==> src/rtl/trace_capture_if.sv <==
//------------------------------------------------------------------------------
// Module  : trace_capture_if
// Purpose : Core trace bus and readout handshake channel for trace_capture.
// Revision: 1.0
//------------------------------------------------------------------------------
`default_nettype none

interface trace_capture_if #(
  parameter int XLEN = 32,
  parameter int TS_W = 16
);
  logic [XLEN-1:0] pc;
  logic [XLEN-1:0] instr;
  logic [XLEN-1:0] aluResult;
  logic [XLEN-1:0] writeData;
  logic            memWrite;
  logic            branch;

  logic            rd_valid;
  logic            rd_ready;
  logic [XLEN-1:0] rd_pc;
  logic [XLEN-1:0] rd_instr;
  logic [XLEN-1:0] rd_alu;
  logic [XLEN-1:0] rd_wdata;
  logic            rd_memWrite;
  logic            rd_branch;
  logic [TS_W-1:0] rd_ts;

  modport master (
    output pc, instr, aluResult, writeData, memWrite, branch, rd_ready,
    input  rd_valid, rd_pc, rd_instr, rd_alu, rd_wdata, rd_memWrite, rd_branch, rd_ts
  );

  modport slave (
    input  pc, instr, aluResult, writeData, memWrite, branch, rd_ready,
    output rd_valid, rd_pc, rd_instr, rd_alu, rd_wdata, rd_memWrite, rd_branch, rd_ts
  );
endinterface

`default_nettype wire

==> src/rtl/trace_capture.sv <==
//------------------------------------------------------------------------------
// Module  : trace_capture
// Purpose : Qualified core-trace capture buffer (one-shot or ring) with
//           valid/ready readout of the oldest entry first.
// Revision: 1.0
//------------------------------------------------------------------------------
`default_nettype none

module trace_capture #(
  parameter int XLEN     = 32,
  parameter int DEPTH    = 16,
  parameter int TS_W     = 16,
  parameter int CIRCULAR = 0
) (
  input  wire logic                   clk,
  input  wire logic                   reset,
  trace_capture_if.slave              bus,
  input  wire logic [1:0]             mode,
  input  wire logic                   arm,
  input  wire logic                   stop,
  output logic [1:0]                  state,
  output logic [$clog2(DEPTH):0]      count,
  output logic                        overflow
);

  localparam int              c_AW   = $clog2(DEPTH);
  localparam int              c_EW   = 4*XLEN + 2 + TS_W;
  localparam logic [c_AW:0]   c_FULL = (c_AW+1)'(DEPTH);

  typedef enum logic [1:0] {
    S_IDLE    = 2'd0,
    S_CAPTURE = 2'd1,
    S_DONE    = 2'd2,
    S_READOUT = 2'd3
  } state_t;

  state_t            r_state;
  state_t            w_state_nxt;
  logic [c_AW-1:0]   r_wptr;
  logic [c_AW:0]     r_count;
  logic [TS_W-1:0]   r_ts;
  logic              r_overflow;
  logic [c_EW-1:0]   r_mem [DEPTH];

  logic              w_qual;
  logic              w_full;
  logic              w_write;
  logic              w_xfer;
  logic              w_rd_valid;
  logic [c_AW-1:0]   w_rptr;
  logic [c_EW-1:0]   w_entry;
  logic [c_EW-1:0]   w_rd_entry;

  always_comb begin
    w_qual = 1'b1;
    case (mode)
      2'd0:    w_qual = 1'b1;
      2'd1:    w_qual = bus.memWrite;
      2'd2:    w_qual = bus.branch;
      default: w_qual = bus.memWrite | bus.branch;
    endcase
  end

  assign w_full     = (r_count == c_FULL);
  assign w_write    = (r_state == S_CAPTURE) && w_qual && ((CIRCULAR != 0) || !w_full);
  assign w_rd_valid = (r_state == S_READOUT);
  assign w_xfer     = w_rd_valid && bus.rd_ready;
  // Oldest entry sits count slots behind the write pointer; wraps for free.
  assign w_rptr     = r_wptr - r_count[c_AW-1:0];
  assign w_entry    = {bus.pc, bus.instr, bus.aluResult, bus.writeData,
                       bus.memWrite, bus.branch, r_ts};

  always_comb begin
    w_state_nxt = r_state;
    case (r_state)
      S_IDLE:    if (arm) w_state_nxt = S_CAPTURE;
      S_CAPTURE: begin
        if (stop || ((CIRCULAR == 0) && w_write && (r_count == c_FULL - 1'b1)))
          w_state_nxt = S_DONE;
      end
      S_DONE:    w_state_nxt = (r_count != '0) ? S_READOUT : S_IDLE;
      S_READOUT: begin
        if (stop || (w_xfer && (r_count == (c_AW+1)'(1))))
          w_state_nxt = S_IDLE;
      end
      default:   w_state_nxt = S_IDLE;
    endcase
  end

  always_ff @(posedge clk or negedge reset) begin
    if (!reset) begin
      r_state    <= S_IDLE;
      r_wptr     <= '0;
      r_count    <= '0;
      r_ts       <= '0;
      r_overflow <= 1'b0;
    end else begin
      r_state <= w_state_nxt;
      case (r_state)
        S_IDLE: begin
          if (arm) begin
            r_wptr     <= '0;
            r_count    <= '0;
            r_ts       <= '0;
            r_overflow <= 1'b0;
          end
        end
        S_CAPTURE: begin
          r_ts <= r_ts + 1'b1;
          if (w_write) begin
            r_wptr <= r_wptr + 1'b1;
            // A full ring overwrites the oldest slot, so occupancy stays put.
            if (w_full) r_overflow <= 1'b1;
            else        r_count    <= r_count + 1'b1;
          end
        end
        S_READOUT: begin
          if (stop)        r_count <= '0;
          else if (w_xfer) r_count <= r_count - 1'b1;
        end
        default: ;
      endcase
    end
  end

  always_ff @(posedge clk) begin
    if (w_write) r_mem[r_wptr] <= w_entry;
  end

  assign w_rd_entry = w_rd_valid ? r_mem[w_rptr] : '0;

  assign {bus.rd_pc, bus.rd_instr, bus.rd_alu, bus.rd_wdata,
          bus.rd_memWrite, bus.rd_branch, bus.rd_ts} = w_rd_entry;
  assign bus.rd_valid = w_rd_valid;
  assign state        = r_state;
  assign count        = r_count;
  assign overflow     = r_overflow;

endmodule

`default_nettype wire

==> src/flat_wrapper.sv <==
// flat-port wrapper written by rule: the top's interface ports become plain ports
module trace_capture_flat 
#(
  parameter int XLEN     = 32,
  parameter int DEPTH    = 16,
  parameter int TS_W     = 16,
  parameter int CIRCULAR = 0
)
  (clk, reset, mode, arm, stop, state, count, overflow, bus_pc, bus_instr, bus_aluResult, bus_writeData, bus_memWrite, bus_branch, bus_rd_ready, bus_rd_valid, bus_rd_pc, bus_rd_instr, bus_rd_alu, bus_rd_wdata, bus_rd_memWrite, bus_rd_branch, bus_rd_ts);
  trace_capture_if #(.XLEN(XLEN), .TS_W(TS_W)) bus_i ();
  input  wire logic clk;
  input  wire logic reset;
  input  wire logic [1:0] mode;
  input  wire logic arm;
  input  wire logic stop;
  output logic [1:0] state;
  output logic [$clog2(DEPTH):0] count;
  output logic overflow;
  input wire logic [$bits(bus_i.pc)-1:0] bus_pc;
  input wire logic [$bits(bus_i.instr)-1:0] bus_instr;
  input wire logic [$bits(bus_i.aluResult)-1:0] bus_aluResult;
  input wire logic [$bits(bus_i.writeData)-1:0] bus_writeData;
  input wire logic [$bits(bus_i.memWrite)-1:0] bus_memWrite;
  input wire logic [$bits(bus_i.branch)-1:0] bus_branch;
  input wire logic [$bits(bus_i.rd_ready)-1:0] bus_rd_ready;
  output wire logic [$bits(bus_i.rd_valid)-1:0] bus_rd_valid;
  output wire logic [$bits(bus_i.rd_pc)-1:0] bus_rd_pc;
  output wire logic [$bits(bus_i.rd_instr)-1:0] bus_rd_instr;
  output wire logic [$bits(bus_i.rd_alu)-1:0] bus_rd_alu;
  output wire logic [$bits(bus_i.rd_wdata)-1:0] bus_rd_wdata;
  output wire logic [$bits(bus_i.rd_memWrite)-1:0] bus_rd_memWrite;
  output wire logic [$bits(bus_i.rd_branch)-1:0] bus_rd_branch;
  output wire logic [$bits(bus_i.rd_ts)-1:0] bus_rd_ts;
  assign bus_i.pc = bus_pc;
  assign bus_i.instr = bus_instr;
  assign bus_i.aluResult = bus_aluResult;
  assign bus_i.writeData = bus_writeData;
  assign bus_i.memWrite = bus_memWrite;
  assign bus_i.branch = bus_branch;
  assign bus_i.rd_ready = bus_rd_ready;
  assign bus_rd_valid = bus_i.rd_valid;
  assign bus_rd_pc = bus_i.rd_pc;
  assign bus_rd_instr = bus_i.rd_instr;
  assign bus_rd_alu = bus_i.rd_alu;
  assign bus_rd_wdata = bus_i.rd_wdata;
  assign bus_rd_memWrite = bus_i.rd_memWrite;
  assign bus_rd_branch = bus_i.rd_branch;
  assign bus_rd_ts = bus_i.rd_ts;
  trace_capture #(.XLEN(XLEN), .DEPTH(DEPTH), .TS_W(TS_W), .CIRCULAR(CIRCULAR)) u_core (.clk(clk), .reset(reset), .bus(bus_i), .mode(mode), .arm(arm), .stop(stop), .state(state), .count(count), .overflow(overflow));
endmodule
==> config.mk <==
export PLATFORM = sky130hd
export DESIGN_NAME = trace_capture_flat
export DESIGN_NICKNAME = d
export VERILOG_FILES = /design/src/rtl/trace_capture_if.sv /design/src/rtl/trace_capture.sv /design/src/flat_wrapper.sv
export SDC_FILE = /design/constraint.sdc
export NUM_CORES = 2
export LEC_CHECK = 0
export ABC_AREA = 0
export BUFFER_PORTS_ARGS = -buffer_cell sky130_fd_sc_hd__buf_2
export CAP_MARGIN = 20
export CORE_ASPECT_RATIO = 1.4
export CORE_MARGIN = 1
export CORE_UTILIZATION = 45
export CTS_BUF_LIST = sky130_fd_sc_hd__clkbuf_8
export CTS_CLUSTER_SIZE = 40
export DETAILED_ROUTE_END_ITERATION = 8
export PLACE_DENSITY = 0.63
export SLEW_MARGIN = 10
export SYNTH_ARGS = -nofsm -noshare
export SYNTH_HDL_FRONTEND = slang
export SYNTH_SLANG_ARGS = --single-unit
==> constraint.sdc <==
create_clock -name clk -period 42.6 [get_ports clk]
set_input_delay 10.65 -clock clk [delete_from_list [all_inputs] [get_ports clk]]
set_output_delay 10.65 -clock clk [all_outputs]
set_load 0.02 [all_outputs]
==> reports/metrics.yaml <==
rsz0062_at_grt: "false"
syn_inst: 3783
holdBufCountCts: 0
power.leakage_nw: 33.7
slew_headroom: 0.220
routed-wl-met3_um: 12800
min_period_ns: 17.26
cts_root_buf: "clkbuf_8"
die-area_um2: 203000
grt_pass1_wl_um: 300000
async_flop_share: 0.0118
die_h_um: 532
post-synth-top-count-cell: "edfxtp_1"
finalMaxSlewViolations: 0
critical_path_class: "register to primary output"
nNetsFinal: 4453
start_util: 0.453
syn2layout_area_growth_pct: 11.6
postCtsResizedCells: 0
hold_class: "register to register"
worst_ep_required_time_ns: 31.95
numClockSinks: 2364
synth.yosys.seq_area_share: 0.783
rows: 194
post-route-period-util: 0.405
cap_viol_max_count: 0
ctsLongestPathBuffers: 4
synth_top_area_cell: "edfxtp_1"
firstDrtPassIters: 5
worstSetupEndpointType: "primary output"
wl_met1_um: 88700
p_per_area_nw_per_um2: 67.5
status: "finished, final reports clean"
grt_start_max_net_pins: 150
routed_via_density: 5.76
setup_viol: 0
ys_types: 51
finalInstanceArea_um2: 101000
vias: 41668
arrival_ns: 6.61
cts_setup_buffers: 0
grt_pass1_vias: 44843
cts_made_buffers: 352
ant_nets: 0
routed.top_layer: "met5"
hold_viol: 0
drive_gt1_frac: 0.308
fmax_ghz: 0.0579
synth_edf_count: 2336
skew_ns: 0.0502
setup_tns_ns: 0
start_kind: "register"
drt-total-wl_um: 207000
synth_top_flop_cell: "edfxtp_1"
worst_pin_slew_ns: 1.17
die_w_um: 381
cts_tree: "built"
place_area_um2: 94700
yosys-top-cells-area: "edfxtp_1, mux4_2, mux2i_1"
route.detailed.drc: 0
ys_ff_latch: 2364
wl_met2_um: 101000
antenna_found_initial: 36
grt_remaining_overflow: 0
core_area_um2: 200000
dpl.hpwl_um: 101000
syn_nets: 3933
irDropWorstVdd_mv: 0.204
routabilityCongestion: 0.734
critPathMaxFanout: 75
wl_per_cell_um: 28.6
yosysWarnings: 0
clk-insertion-delay-late_ns: 0.93
grtUsageTotal: 0.203
synth_top_area_share: 0.776
cts_max_level: 5
clkSlewWorstSetupHoldPaths_ns: 0.07
syn_area_um2: 90400
num_io_pins: 292
synthTopCellsByCount: "edfxtp_1, mux4_2, mux2i_1, o22ai_1, buf_2"
io_buffers: 291
syn_area_per_cell_um2: 23.9
drt_iter0_markers: 3635
logic make-up after synthesis:
| group | count (synthesis) | synth area share |
|---|---|---|
| AOI/OAI and AO/OA | 203 | 0.0142 |
| xor gates and xnor gates | 8 | 0.000775 |
| adders and majority gates | 13 | 0.00188 |
| buffers and inverters | 219 | 0.0161 |
| DFF | 2364 | 0.783 |
| muxes | 880 | 0.178 |
| and+or+nand+nor | 96 | 0.00558 |
layout make-up:
| class | instances | area, µm² |
|---|---|---|
| clock buffer | 364 | 5010 |
| inverter | 14 | 52.6 |
| fill | 15814 | 98600 |
| multi-input combinational | 1200 | 18300 |
| sequential | 2364 | 70800 |
| timing repair buffer | 371 | 2170 |
| tap | 2646 | 3310 |
| clock inverter | 258 | 1260 |
| antenna | 11 | 27.5 |
layer usage:
metal | up-vias | track usage
met1 | 22712 | 0.285
li1 | 17339 | -
met2 | 1279 | 0.329
met3 | 308 | 0.0384
met5 | - | 0
met4 | 30 | 0.0502
final timing paths:
path	start	to	slack [ns]	depth (start not counted)
max reg2reg	u_core.state[0]	u_core.r_mem[9][104]	37.71	7
min reg2reg	u_core.overflow	u_core.overflow	0.49	1
max in group asynchronous	reset	u_core.r_ts[15]	32.33	1
min in group asynchronous	reset	u_core.count[4]	9.80	1
max	u_core.r_wptr[0]	bus_rd_pc[3]	25.34	10
min	u_core.overflow	u_core.overflow	0.49	1
critical path, cell delays in order (launching register included):
cell	delay, ns
dfrtp_1	0.45
inv_1	0.14
ha_4	0.19
fa_4	1.26
buf_4	0.67
buf_4	0.82
buf_4	0.92
mux4_2	0.37
mux2i_1	0.08
o22ai_1	0.38
buf_2	0.25
placed cells by master, fill, tap and decap left out, drive strengths merged, types with 2 or more instances in the layout:
| master | n |
|---|---|
| a211o | 2 |
| a211oi | 2 |
| a21oi | 6 |
| a22o | 2 |
| a31oi | 5 |
| and2 | 10 |
| and3 | 4 |
| buf | 371 |
| bufinv | 6 |
| clkbuf | 364 |
| clkinv | 129 |
| clkinvlp | 6 |
| dfrtp | 28 |
| diode | 11 |
| edfxtp | 2336 |
| ha | 12 |
| inv | 131 |
| mux2i | 295 |
| mux4 | 584 |
| nand2 | 25 |
| nand2b | 3 |
| nand3 | 13 |
| nand4 | 3 |
| nor2 | 20 |
| nor2b | 4 |
| nor3 | 3 |
| nor4 | 6 |
| o21ai | 25 |
| o22ai | 149 |
| o31ai | 6 |
| xnor2 | 4 |
| xor2 | 4 |
sequential cells by signal, indices dropped and copies added, names as in the netlist:
name             flops
u_core.overflow      1
u_core.r_ts         16
u_core.count         5
u_core.r_wptr        4
u_core.state         2
u_core.r_mem      2336
where the power goes:
group,switching [mW],internal [mW]
sequential,0.0257,2.62
clock,0.847,0.829
combinational,1.34,1.15
through the flow:
| stage | instances | utilization | total power [mW] | hold slack, ns | setup WS [ns] |
|---|---|---|---|---|---|
| final | 7228 | 0.506 | 6.81 | 0.494 | 25.34 |
| after global routing | 7220 | 0.506 | 7.13 | 0.554 | 25.01 |
| after CTS | 7217 | 0.506 | 6.92 | 0.501 | 25.14 |
| after detailed placement | 6595 | 0.474 | 5.24 | 0.482 | 26.18 |
| after global placement | 6595 | 0.474 | 5.23 | 0.476 | 26.23 |
| after floorplan | 3783 | - | 4.69 | 0.517 | 16.48 |
Note: power is estimated with default switching activity, not from simulation.
